`config.mk`:
```
export PLATFORM = sky130hd
export DESIGN_NAME = program_loader_flat
export DESIGN_NICKNAME = d
export VERILOG_FILES = /design/src/rtl/loader_pkg.sv /design/src/rtl/program_loader_if.sv /design/src/rtl/program_loader_word_assembler.sv /design/src/rtl/program_loader.sv /design/src/flat_wrapper.sv
export SDC_FILE = /design/constraint.sdc
export NUM_CORES = 1
export LEC_CHECK = 0
export CAP_MARGIN = 20
export CORE_MARGIN = 2
export CORE_UTILIZATION = 56
export CTS_CLUSTER_DIAMETER = 50
export DETAILED_ROUTE_END_ITERATION = 10
export PLACE_DENSITY = 0.74
export SYNTH_ARGS = -nofsm -noshare
export SYNTH_HDL_FRONTEND = slang
export SYNTH_SLANG_ARGS = --single-unit
export TNS_END_PERCENT = 30
```
`constraint.sdc`:
```
create_clock -name clk -period 3.1 [get_ports clk]
set_input_delay 0.62 -clock clk [delete_from_list [all_inputs] [get_ports clk]]
set_output_delay 0.62 -clock clk [all_outputs]
set_load 0.005 [all_outputs]
```
`src/rtl/loader_pkg.sv`:
```
// Shared types and constants for the program loader.
// Optional checksum byte at the end of the stream is enabled by LOADER_CHECKSUM_EN.
package loader_pkg;

  typedef enum logic [2:0] {
    S_IDLE,
    S_COLLECT,
    S_RST0,
    S_BURST,
    S_RST1,
    S_DONE
  } state_e;

  localparam int BYTES_PER_WORD = 4;

  // Data bytes plus the checksum byte must sum to this value (mod 256).
  localparam logic [7:0] CSUM_TARGET = 8'h00;

endpackage

```
`src/rtl/program_loader_if.sv`:
```
// Host byte-stream link: valid/ready handshake carrying one byte per transfer.
interface program_loader_if;
  logic       byte_valid;
  logic [7:0] byte_data;
  logic       byte_ready;

  modport master (output byte_valid, byte_data, input byte_ready);
  modport slave  (input byte_valid, byte_data, output byte_ready);
endinterface

```
`src/rtl/program_loader_word_assembler.sv`:
```
// Packs big-endian bytes into 32-bit words; first byte lands in [31:24].
module word_assembler
  import loader_pkg::*;
(
  input  logic        clk,
  input  logic        Reset,
  input  logic        clr_i,
  input  logic        byte_valid_i,
  input  logic [7:0]  byte_data_i,
  output logic        word_valid_o,
  output logic [31:0] word_o
);

  logic [1:0]  cnt_q, cnt_d;
  logic [23:0] hold_q, hold_d;

  // Shift the byte in and count position within the word.
  always_comb begin
    cnt_d  = cnt_q;
    hold_d = hold_q;
    if (clr_i) begin
      cnt_d  = '0;
      hold_d = '0;
    end else if (byte_valid_i) begin
      cnt_d  = cnt_q + 2'd1;
      hold_d = {hold_q[15:0], byte_data_i};
    end
  end

  // Byte counter and holding register.
  always_ff @(posedge clk) begin
    if (Reset) begin
      cnt_q  <= '0;
      hold_q <= '0;
    end else begin
      cnt_q  <= cnt_d;
      hold_q <= hold_d;
    end
  end

  // The last byte of a group completes the word in the same cycle.
  assign word_valid_o = byte_valid_i && !clr_i && (cnt_q == 2'(BYTES_PER_WORD - 1));
  assign word_o       = {hold_q, byte_data_i};

endmodule

```
`src/rtl/program_loader.sv`:
```
// Program loader: collects a byte stream into a word buffer, then drives the
// CPU load interface (reset pulse, contiguous load burst, reset pulse).
// Optional trailing checksum byte: define LOADER_CHECKSUM_EN.
module program_loader
  import loader_pkg::*;
#(
  parameter int DEPTH = 32,
  parameter int AW    = $clog2(DEPTH)
) (
  input  logic          clk,
  input  logic          Reset,
  input  logic          start,
  input  logic [AW:0]   word_count,
  program_loader_if.slave host,
  output logic          cpu_reset,
  output logic          cpu_load,
  output logic [31:0]   cpu_instr,
  output logic          busy,
  output logic          done,
  output logic          error
);

  localparam logic [AW:0] DEPTH_W = (AW+1)'(DEPTH);
  localparam logic [AW:0] ONE_W   = (AW+1)'(1);

  state_e       state_q, state_d;
  logic [AW:0]  cnt_q, cnt_d;
  logic [AW-1:0] widx_q, widx_d;
  logic [AW-1:0] ridx_q, ridx_d;
  logic         error_q, error_d;
  logic [31:0]  instr_q, instr_d;
  logic [31:0]  buf_q [DEPTH];

  logic         byte_ready;
  logic         fire;
  logic         wa_valid;
  logic         word_valid;
  logic [31:0]  word;
  logic         start_ok;

`ifdef LOADER_CHECKSUM_EN
  logic [7:0]   sum_q, sum_d;
  logic         csum_q, csum_d;
`endif

  assign fire     = host.byte_valid && byte_ready;
  assign start_ok = (word_count != '0) && (word_count <= DEPTH_W);

`ifdef LOADER_CHECKSUM_EN
  // The trailing checksum byte must not reach the assembler.
  assign wa_valid = fire && !csum_q;
`else
  assign wa_valid = fire;
`endif

  word_assembler u_wa (
    .clk          (clk),
    .Reset        (Reset),
    .clr_i        (state_q != S_COLLECT),
    .byte_valid_i (wa_valid),
    .byte_data_i  (host.byte_data),
    .word_valid_o (word_valid),
    .word_o       (word)
  );

  // State and control registers.
  always_ff @(posedge clk) begin
    if (Reset) begin
      state_q <= S_IDLE;
      cnt_q   <= '0;
      widx_q  <= '0;
      ridx_q  <= '0;
      error_q <= 1'b0;
      instr_q <= '0;
`ifdef LOADER_CHECKSUM_EN
      sum_q   <= '0;
      csum_q  <= 1'b0;
`endif
    end else begin
      state_q <= state_d;
      cnt_q   <= cnt_d;
      widx_q  <= widx_d;
      ridx_q  <= ridx_d;
      error_q <= error_d;
      instr_q <= instr_d;
`ifdef LOADER_CHECKSUM_EN
      sum_q   <= sum_d;
      csum_q  <= csum_d;
`endif
    end
  end

  // Program buffer; contents are don't-care until written.
  always_ff @(posedge clk) begin
    if (word_valid) buf_q[widx_q] <= word;
  end

  // Next-state and datapath control.
  always_comb begin
    state_d = state_q;
    cnt_d   = cnt_q;
    widx_d  = widx_q;
    ridx_d  = '0;
    error_d = error_q;
`ifdef LOADER_CHECKSUM_EN
    sum_d   = sum_q;
    csum_d  = csum_q;
`endif
    case (state_q)
      S_IDLE, S_DONE: begin
        if (start) begin
          if (start_ok) begin
            cnt_d   = word_count;
            widx_d  = '0;
            error_d = 1'b0;
            state_d = S_COLLECT;
`ifdef LOADER_CHECKSUM_EN
            sum_d   = '0;
            csum_d  = 1'b0;
`endif
          end else begin
            error_d = 1'b1;
            state_d = S_IDLE;
          end
        end
      end
      S_COLLECT: begin
`ifdef LOADER_CHECKSUM_EN
        if (csum_q) begin
          if (fire) begin
            if (8'(sum_q + host.byte_data) == CSUM_TARGET) begin
              state_d = S_RST0;
            end else begin
              error_d = 1'b1;
              state_d = S_IDLE;
            end
          end
        end else begin
          if (fire) sum_d = sum_q + host.byte_data;
          if (word_valid) begin
            widx_d = widx_q + 1'b1;
            if ({1'b0, widx_q} + ONE_W == cnt_q) csum_d = 1'b1;
          end
        end
`else
        if (word_valid) begin
          // widx wraps to 0 when the buffer is filled exactly.
          widx_d = widx_q + 1'b1;
          if ({1'b0, widx_q} + ONE_W == cnt_q) state_d = S_RST0;
        end
`endif
      end
      S_RST0: begin
        state_d = S_BURST;
      end
      S_BURST: begin
        if ({1'b0, ridx_q} + ONE_W == cnt_q) state_d = S_RST1;
        else ridx_d = ridx_q + 1'b1;
      end
      S_RST1: begin
        state_d = S_DONE;
      end
      default: state_d = S_IDLE;
    endcase
    // Register the word for the cycle it is presented; zero outside the burst.
    instr_d = (state_d == S_BURST) ? buf_q[ridx_d] : '0;
  end

  // Outputs decoded from the registered state.
  always_comb begin
    cpu_reset  = (state_q == S_IDLE) || (state_q == S_RST0) || (state_q == S_RST1);
    cpu_load   = (state_q == S_BURST);
    busy       = (state_q != S_IDLE) && (state_q != S_DONE);
    done       = (state_q == S_DONE);
    byte_ready = (state_q == S_COLLECT);
  end

  assign host.byte_ready = byte_ready;
  assign cpu_instr       = instr_q;
  assign error           = error_q;

endmodule
```
`src/flat_wrapper.sv`:
```
// flat-port wrapper written by rule: the top's interface ports become plain ports
module program_loader_flat import loader_pkg::*;
#(
  parameter int DEPTH = 32,
  parameter int AW    = $clog2(DEPTH)
)
  (clk, Reset, start, word_count, cpu_reset, cpu_load, cpu_instr, busy, done, error, host_byte_valid, host_byte_data, host_byte_ready);
  program_loader_if host_i ();
  input  logic clk;
  input  logic Reset;
  input  logic start;
  input  logic [AW:0] word_count;
  output logic cpu_reset;
  output logic cpu_load;
  output logic [31:0] cpu_instr;
  output logic busy;
  output logic done;
  output logic error;
  input wire logic [$bits(host_i.byte_valid)-1:0] host_byte_valid;
  input wire logic [$bits(host_i.byte_data)-1:0] host_byte_data;
  output wire logic [$bits(host_i.byte_ready)-1:0] host_byte_ready;
  assign host_i.byte_valid = host_byte_valid;
  assign host_i.byte_data = host_byte_data;
  assign host_byte_ready = host_i.byte_ready;
  program_loader #(.DEPTH(DEPTH), .AW(AW)) u_core (.clk(clk), .Reset(Reset), .start(start), .word_count(word_count), .host(host_i), .cpu_reset(cpu_reset), .cpu_load(cpu_load), .cpu_instr(cpu_instr), .busy(busy), .done(done), .error(error));
endmodule
```
==> flow_summary.ini, run 1 <==
[outcome]
status = finished, violations left
violations = setup timing

[finish]
fin_nets = 2894
synthToLayoutAreaGrowth_pct = 16.6
fill_cells = 5012
layout-drive-gt1-share_pct = 15.2
fin_cells = 3993
fin_util_pct = 66.0

[min_path]
whs_path_depth = 2
hold_end = u_core.error
hp-start = u_core.error
worstHoldPathType = reg2reg

[worst_setup_path]
cp_cell_sequence = ha_4, xor2_1, nor2_1, nand4_4, buf_4, buf_4, o21ai_0, o2111ai_1, o211ai_1, a32o_1
cpMaxStageDelayCell = ha_4
start_kind = register
cp-startpoint = u_core.ridx_q[0]
reg2reg_to = u_core.cpu_instr[19]
crit_path_frequent_cell = buf_4
r2r_cells = 10
r2r_setup_slack_ns = -0.02
critPathArrivalTime_ns = 3.74
cpPeakStageDelay_ns = 0.48
r2r_start = u_core.ridx_q[0]
path_class = reg2reg
required_ns = 3.71
end_kind = register
worstPathMaxFanout = 17

[timing]
min_period_ns = 3.12
drv_slew = 0
setup_viol = 2
timing.fmax_mhz = 320
skew_ns = 0.0429
worst_slew_pin_slew_ns = 1.20
hold_slack_ns = 0.511
finalHoldViolCount = 0
rsz0062_at_grt = true
max-slew-margin-rel_pct = 20.1
finalCritPeriodShare_pct = 101
layout_setup_ws_ns = -0.0242

[drt]
wl_per_cell_um = 30.2
drt-total-wl_um = 121000
dr.pass1.iters = 6
dr_total_vias = 26800
routed_via_density = 6.71
drc = 0
drtIter0Drc = 3581
antenna_left = 0

[clock_network]
clock-sinks = 1102
h-tree-depth = 3
cts_buffer_depth = 3
cts-buffers-inserted = 110
postCtsHoldBufs = 0
clockRootBuffer = clkbuf_16
cts_tree = done
clk_latency_ns = 0.69
clkTransAtPathRegs_ns = 0.06

[pwr]
p_per_area_mw_per_mm2 = 596
irDropWorstVdd_mv = 0.509
total_power_w = 0.0299
p_leak_nw = 14.9

[floorplan]
initial_core_util_pct = 56.6
fp-row-count = 101
ios = 56
dieArea_mm2 = 0.0791
core-area_mm2 = 0.0761
die_width_um = 281
die_h_um = 281

[synthesis]
netlist_top_cells_area = edfxtp_1 (71%), dfxtp_1 (3.6%), mux4_2 (3.4%), mux2i_1 (3.0%), nor2_1 (2.1%)
async_flop_share_pct = 0
syn_area_per_cell_um2 = 15.7
synth_area_mm2 = 0.0431
netlist_instances = 2746
synth_edf_count = 1024
yosysMostFrequentCell = edfxtp_1
synth.top_cell.area_share_pct = 71.4
synth_top_cell_by_area = edfxtp_1
syn-num-nets = 2770
yosysWarnings = 0
synth.distinct_cells = 58
ys_ff_latch = 1102
ys_seq_area_share_pct = 75.0
synthTopCellsByCount = edfxtp_1 (1,024), nor2_1 (238), o21ai_0 (161), a21oi_1 (143), mux2i_1 (131)
synth_ff_type = edfxtp_1

[placed_design]
dp_hpwl_um = 63700
place.gp.congestion = 0.882
dpl_worst_slack_ns = -0.0329
port_buffers = 55
dp.cells = 3761

[global_route]
grt_max_degree = 123
grt_pass1_wl_um = 170000
overflow = 0
grt_pass1_vias = 26000
grt.total_usage_pct = 29.7
antenna_found_initial = 3

[run]
maxCapViolCount = 0
-- kinds of logic (layout without fill, tap and decap cells) --
kind of cell               count (synthesis)  in the layout  synth area share [%]
DFF                                     1102           1102                  75.0
muxes                                    197            197                  6.47
buffers and inverters                    230            444                  2.24
other                                      0              1                     0
and+or+nand+nor                          461            461                  4.79
adders and majority gates                  6              6                 0.174
xor gates and xnor gates                  18             18                 0.384
AOI/OAI and AO/OA                        732            734                  10.9
-- registers in the layout, indices dropped and copies added, names as in the netlist --
name	cells
u_core.widx_q	5
u_core.u_wa.cnt_q	2
u_core.state_q	3
u_core.buf_q	1024
u_core.error	1
u_core.ridx_q	5
u_core.u_wa.hold_q	24
u_core.cpu_instr	32
u_core.cnt_q	6
-- metal layers --
layer,share of wire [%],global-route usage (%),vias to the layer above
li1,-,-,11000
met1,36,39.4,13400
met2,47,47.2,1948
met3,11,6.09,374
met4,5.3,14.5,2
met5,0.0099,0,-
-- area by class of cell --
| class | instances | area, um2 | area share [%] |
|---|---|---|---|
| diodes | 1 | 2.50 | 0.00498 |
| clock buffers | 149 | 3040 | 6.06 |
| clock inverters | 55 | 643 | 1.28 |
| inverters | 34 | 128 | 0.254 |
| multi-input cells | 1416 | 10200 | 20.2 |
| flip-flops and latches | 1102 | 32300 | 64.4 |
| well taps | 1030 | 1290 | 2.57 |
| repair buffers | 206 | 2630 | 5.23 |
-- stage by stage --
stage	area, um2	TNS, ns
floorplan	43100	-266.47
global placement	45900	0
detailed placement	46000	-0.0760
CTS	49600	0
global route	50200	-0.475
finish	50200	-0.0312
-- what timing repair did --
action                                  CTS  global route
pin swaps                                 1             5
endpoints found under the setup margin   14            29
buffers inserted                          0             9
resized for setup                         0             8
cloned                                    1             5
-- how the worst max path moves through the flow --
stage | end | slack [ns] | cells past startpoint
final | u_core.cpu_instr[19] | -0.02 | 10
after global routing | u_core.cpu_instr[4] | -0.08 | 9
after CTS | u_core.cpu_instr[15] | 0.02 | 9
after detailed placement | u_core.cpu_instr[11] | -0.03 | 9
after global placement | u_core.cpu_instr[28] | 0.09 | 9
after floorplan | u_core.buf_q[31][0] | -0.26 | 5
-- cell usage in the layout, fill, tap and decap left out, types with 6 or more instances in the layout --
master           count
bufinv_16           11
o21ai_1             60
nand2b_1             7
clkdlybuf4s50_1     54
nand2_1             80
a21oi_1            143
a211oi_1            67
clkbuf_16          115
clkbuf_1            26
a221oi_1            30
nor2_4              32
inv_1               34
xnor2_1             11
nor2_1             205
clkinv_1             7
mux2i_1            131
buf_16              16
dfxtp_1             77
o21ai_0            159
clkinv_2            19
mux4_2              65
buf_4               85
buf_12              44
edfxtp_1          1024
nor2b_1             65
nor3_1               6
o22a_1              29
o211ai_1            64
nand3_1             41
o22ai_1             96
a32o_1              32
clkbuf_8            12
a22oi_1             29
-- critical path: cells and delay by family, from the launching register on --
family / cells / cell delay (ns)
buf+inv: 2 / 0.46
flops: 1 / 0.37
compound gates: 4 / 1.18
fa+ha+maj: 1 / 0.48
xor+xnor: 1 / 0.12
simple gates: 2 / 0.46
-- report_power, final --
group          total [W]  internal, W  switching (W)
clock             0.0135      0.00782        0.00567
combinational   0.000318    0.0000967       0.000222
sequential        0.0161       0.0161      0.0000142
Note: power is estimated with default switching activity, not from simulation.
==> inputs of run 2 (changes only) <==
Clock period 3.1 ns to 2.52 ns, I/O delays scaled along.
==> run 2 against run 1 <==
The run still ends with setup timing left. Total power rose by 23%. Clock power is 21% higher. Critical path type unchanged. Via count rose by 3.8%.
==> flow_summary.ini, run 2 (synthesis gave the netlist of run 1 again) <==
[drt]
wl_per_cell_um = 30.3
routed_via_density = 6.71
dr_total_vias = 27800
antenna_left = 0
drtIter0Drc = 4308
drt-total-wl_um = 126000
drc = 0
dr.pass1.iters = 6

[run]
maxCapViolCount = 0

[floorplan]
ios = 56
die_width_um = 281
fp-row-count = 101
die_h_um = 281
initial_core_util_pct = 56.6
core-area_mm2 = 0.0761
dieArea_mm2 = 0.0791

[pwr]
switchingPower_w = 0.00724
seq_power_share_pct = 54.0
cell_internal_pwr_w = 0.0294
irDropWorstVdd_mv = 0.784
clockPowerShare_pct = 44.7
p_per_area_mw_per_mm2 = 705
p_sw_share_pct = 19.8
p_leak_nw = 15.9
p_comb_share_pct = 1.3

[clock_network]
cts_buffer_depth = 3
clockRootBuffer = clkbuf_16
clock-sinks = 1102
clkTransAtPathRegs_ns = 0.06
clk_latency_ns = 0.69
h-tree-depth = 3
postCtsHoldBufs = 0
cts-buffers-inserted = 111
cts_tree = done

[global_route]
antenna_found_initial = 2
overflow = 0
grt_pass1_vias = 27100
grt_pass1_wl_um = 179000
grt_max_degree = 54
grt.total_usage_pct = 31.4

[placed_design]
port_buffers = 55
dp.cells = 3891
dpl_cell_area_mm2 = 0.0473
place.gp.congestion = 0.898
dp_hpwl_um = 68300

[timing]
drv_slew = 0
min_period_ns = 2.63
worst_slew_pin_slew_ns = 1.08
max-slew-margin-rel_pct = 27.6
timing.fmax_mhz = 380
setup_viol = 28
finalHoldViolCount = 0
rsz0062_at_grt = true
fin_setup_tns_ns = -1.36
skew_ns = 0.0243
finalCritPeriodShare_pct = 105
layout_setup_ws_ns = -0.114

[finish]
fin_cells = 4146
final_common_cell = edfxtp_1
largest_reg_flops = 1024
largest-register = u_core.buf_q
layout_common_cells = edfxtp_1 (1,024), nor2_1 (200), buf_4 (196)
layout-drive-gt1-share_pct = 21.1
synthToLayoutAreaGrowth_pct = 20.7
fin_nets = 3047
diodes = 0
final_area_mm2 = 0.0520

[worst_setup_path]
critPathBufInv = 3
cp_top_family = compound AO/OA/AOI/OAI gates
cp-startpoint = u_core.ridx_q[0]
required_ns = 3.15
worstPathMaxFanout = 8
start_kind = register
cp_cell_sequence = ha_4, o21ba_4, o21ai_2, a21o_2, buf_12, a2111oi_4, buf_6, buf_12, o211ai_1, o211ai_1, a32o_2
cpPeakStageDelay_ns = 0.38
end_kind = register
r2r_setup_slack_ns = -0.11
path_class = reg2reg
critPathArrivalTime_ns = 3.26
cpMaxStageDelayCell = dfxtp_4
r2r_start = u_core.ridx_q[0]

[min_path]
worstHoldPathType = in2reg
hp-start = host_byte_valid

[outcome]
status = finished, violations left
violations = setup timing
run 2: cell types whose count changed in the layout (fill, tap and decap cells not counted), sizes merged, moves of 2 or more:
cell / previous run / this run
buf: 148 / 300
bufbuf: 0 / 3
bufinv: 11 / 9
clkbuf: 153 / 150
clkdlybuf4s50: 54 / 52
clkinv: 34 / 39
dlygate4sd2: 0 / 2
o21ai: 224 / 222
run 2: metal layers:
layer	vias up	track usage (%)	wire length, um
met5	-	0	13
met4	2	16.0	6680
met3	411	7.36	15700
met2	2236	48.5	58800
met1	13800	42.0	44400
li1	11300	-	-
run 2: per-stage QoR:
step / power [W] / util, % / hold WS, ns / setup WS, ns
floorplan: 0.0203 / - / 0.465 / -0.310
global placement: 0.0206 / 62.1 / 0.469 / -0.245
detailed placement: 0.0206 / 62.1 / 0.472 / -0.304
CTS: 0.0367 / 67.6 / 0.219 / -0.0944
global route: 0.0374 / 68.3 / 0.272 / -0.160
finish: 0.0367 / 68.3 / 0.278 / -0.114
run 2: power groups by stage:
| stage | clock (W) | combinational [W] | sequential [W] |
|---|---|---|---|
| finish | 0.0164 | 0.000466 | 0.0198 |
| global route | 0.0172 | 0.000485 | 0.0198 |
| CTS | 0.0164 | 0.000439 | 0.0198 |
| detailed placement | 0 | 0.000419 | 0.0202 |
| global placement | 0 | 0.000403 | 0.0202 |
| floorplan | 0 | 0.000134 | 0.0202 |
run 2: area by class of cell:
class	instances	area [um2]
Sequential cell	1102	32300
Clock inverter	59	616
Clock buffer	147	3040
Fill cell	4788	24100
Multi-Input combinational cell	1414	10400
Inverter	34	130
Timing Repair Buffer	360	4160
Tap cell	1030	1290
run 2: tightest hold or removal path: cells and delay by family:
family | cells | cell delay, ns
simple gates | 1 | 0.16
compound gates | 1 | 0.11
buf+inv | 1 | 0.14
run 2: what timing repair did:
action,in CTS,in global routing
setup buffers,20,17
gates resized for setup,45,87
pin swaps,14,37
cloned,8,4
setup endpoints to repair,34,35
run 2: final timing paths:
check	to	cells past startpoint
setup / recovery	u_core.cpu_instr[19]	11
setup reg to reg	u_core.cpu_instr[19]	11
hold reg to reg	u_core.buf_q[22][29]	0
hold / removal	u_core.widx_q[0]	3
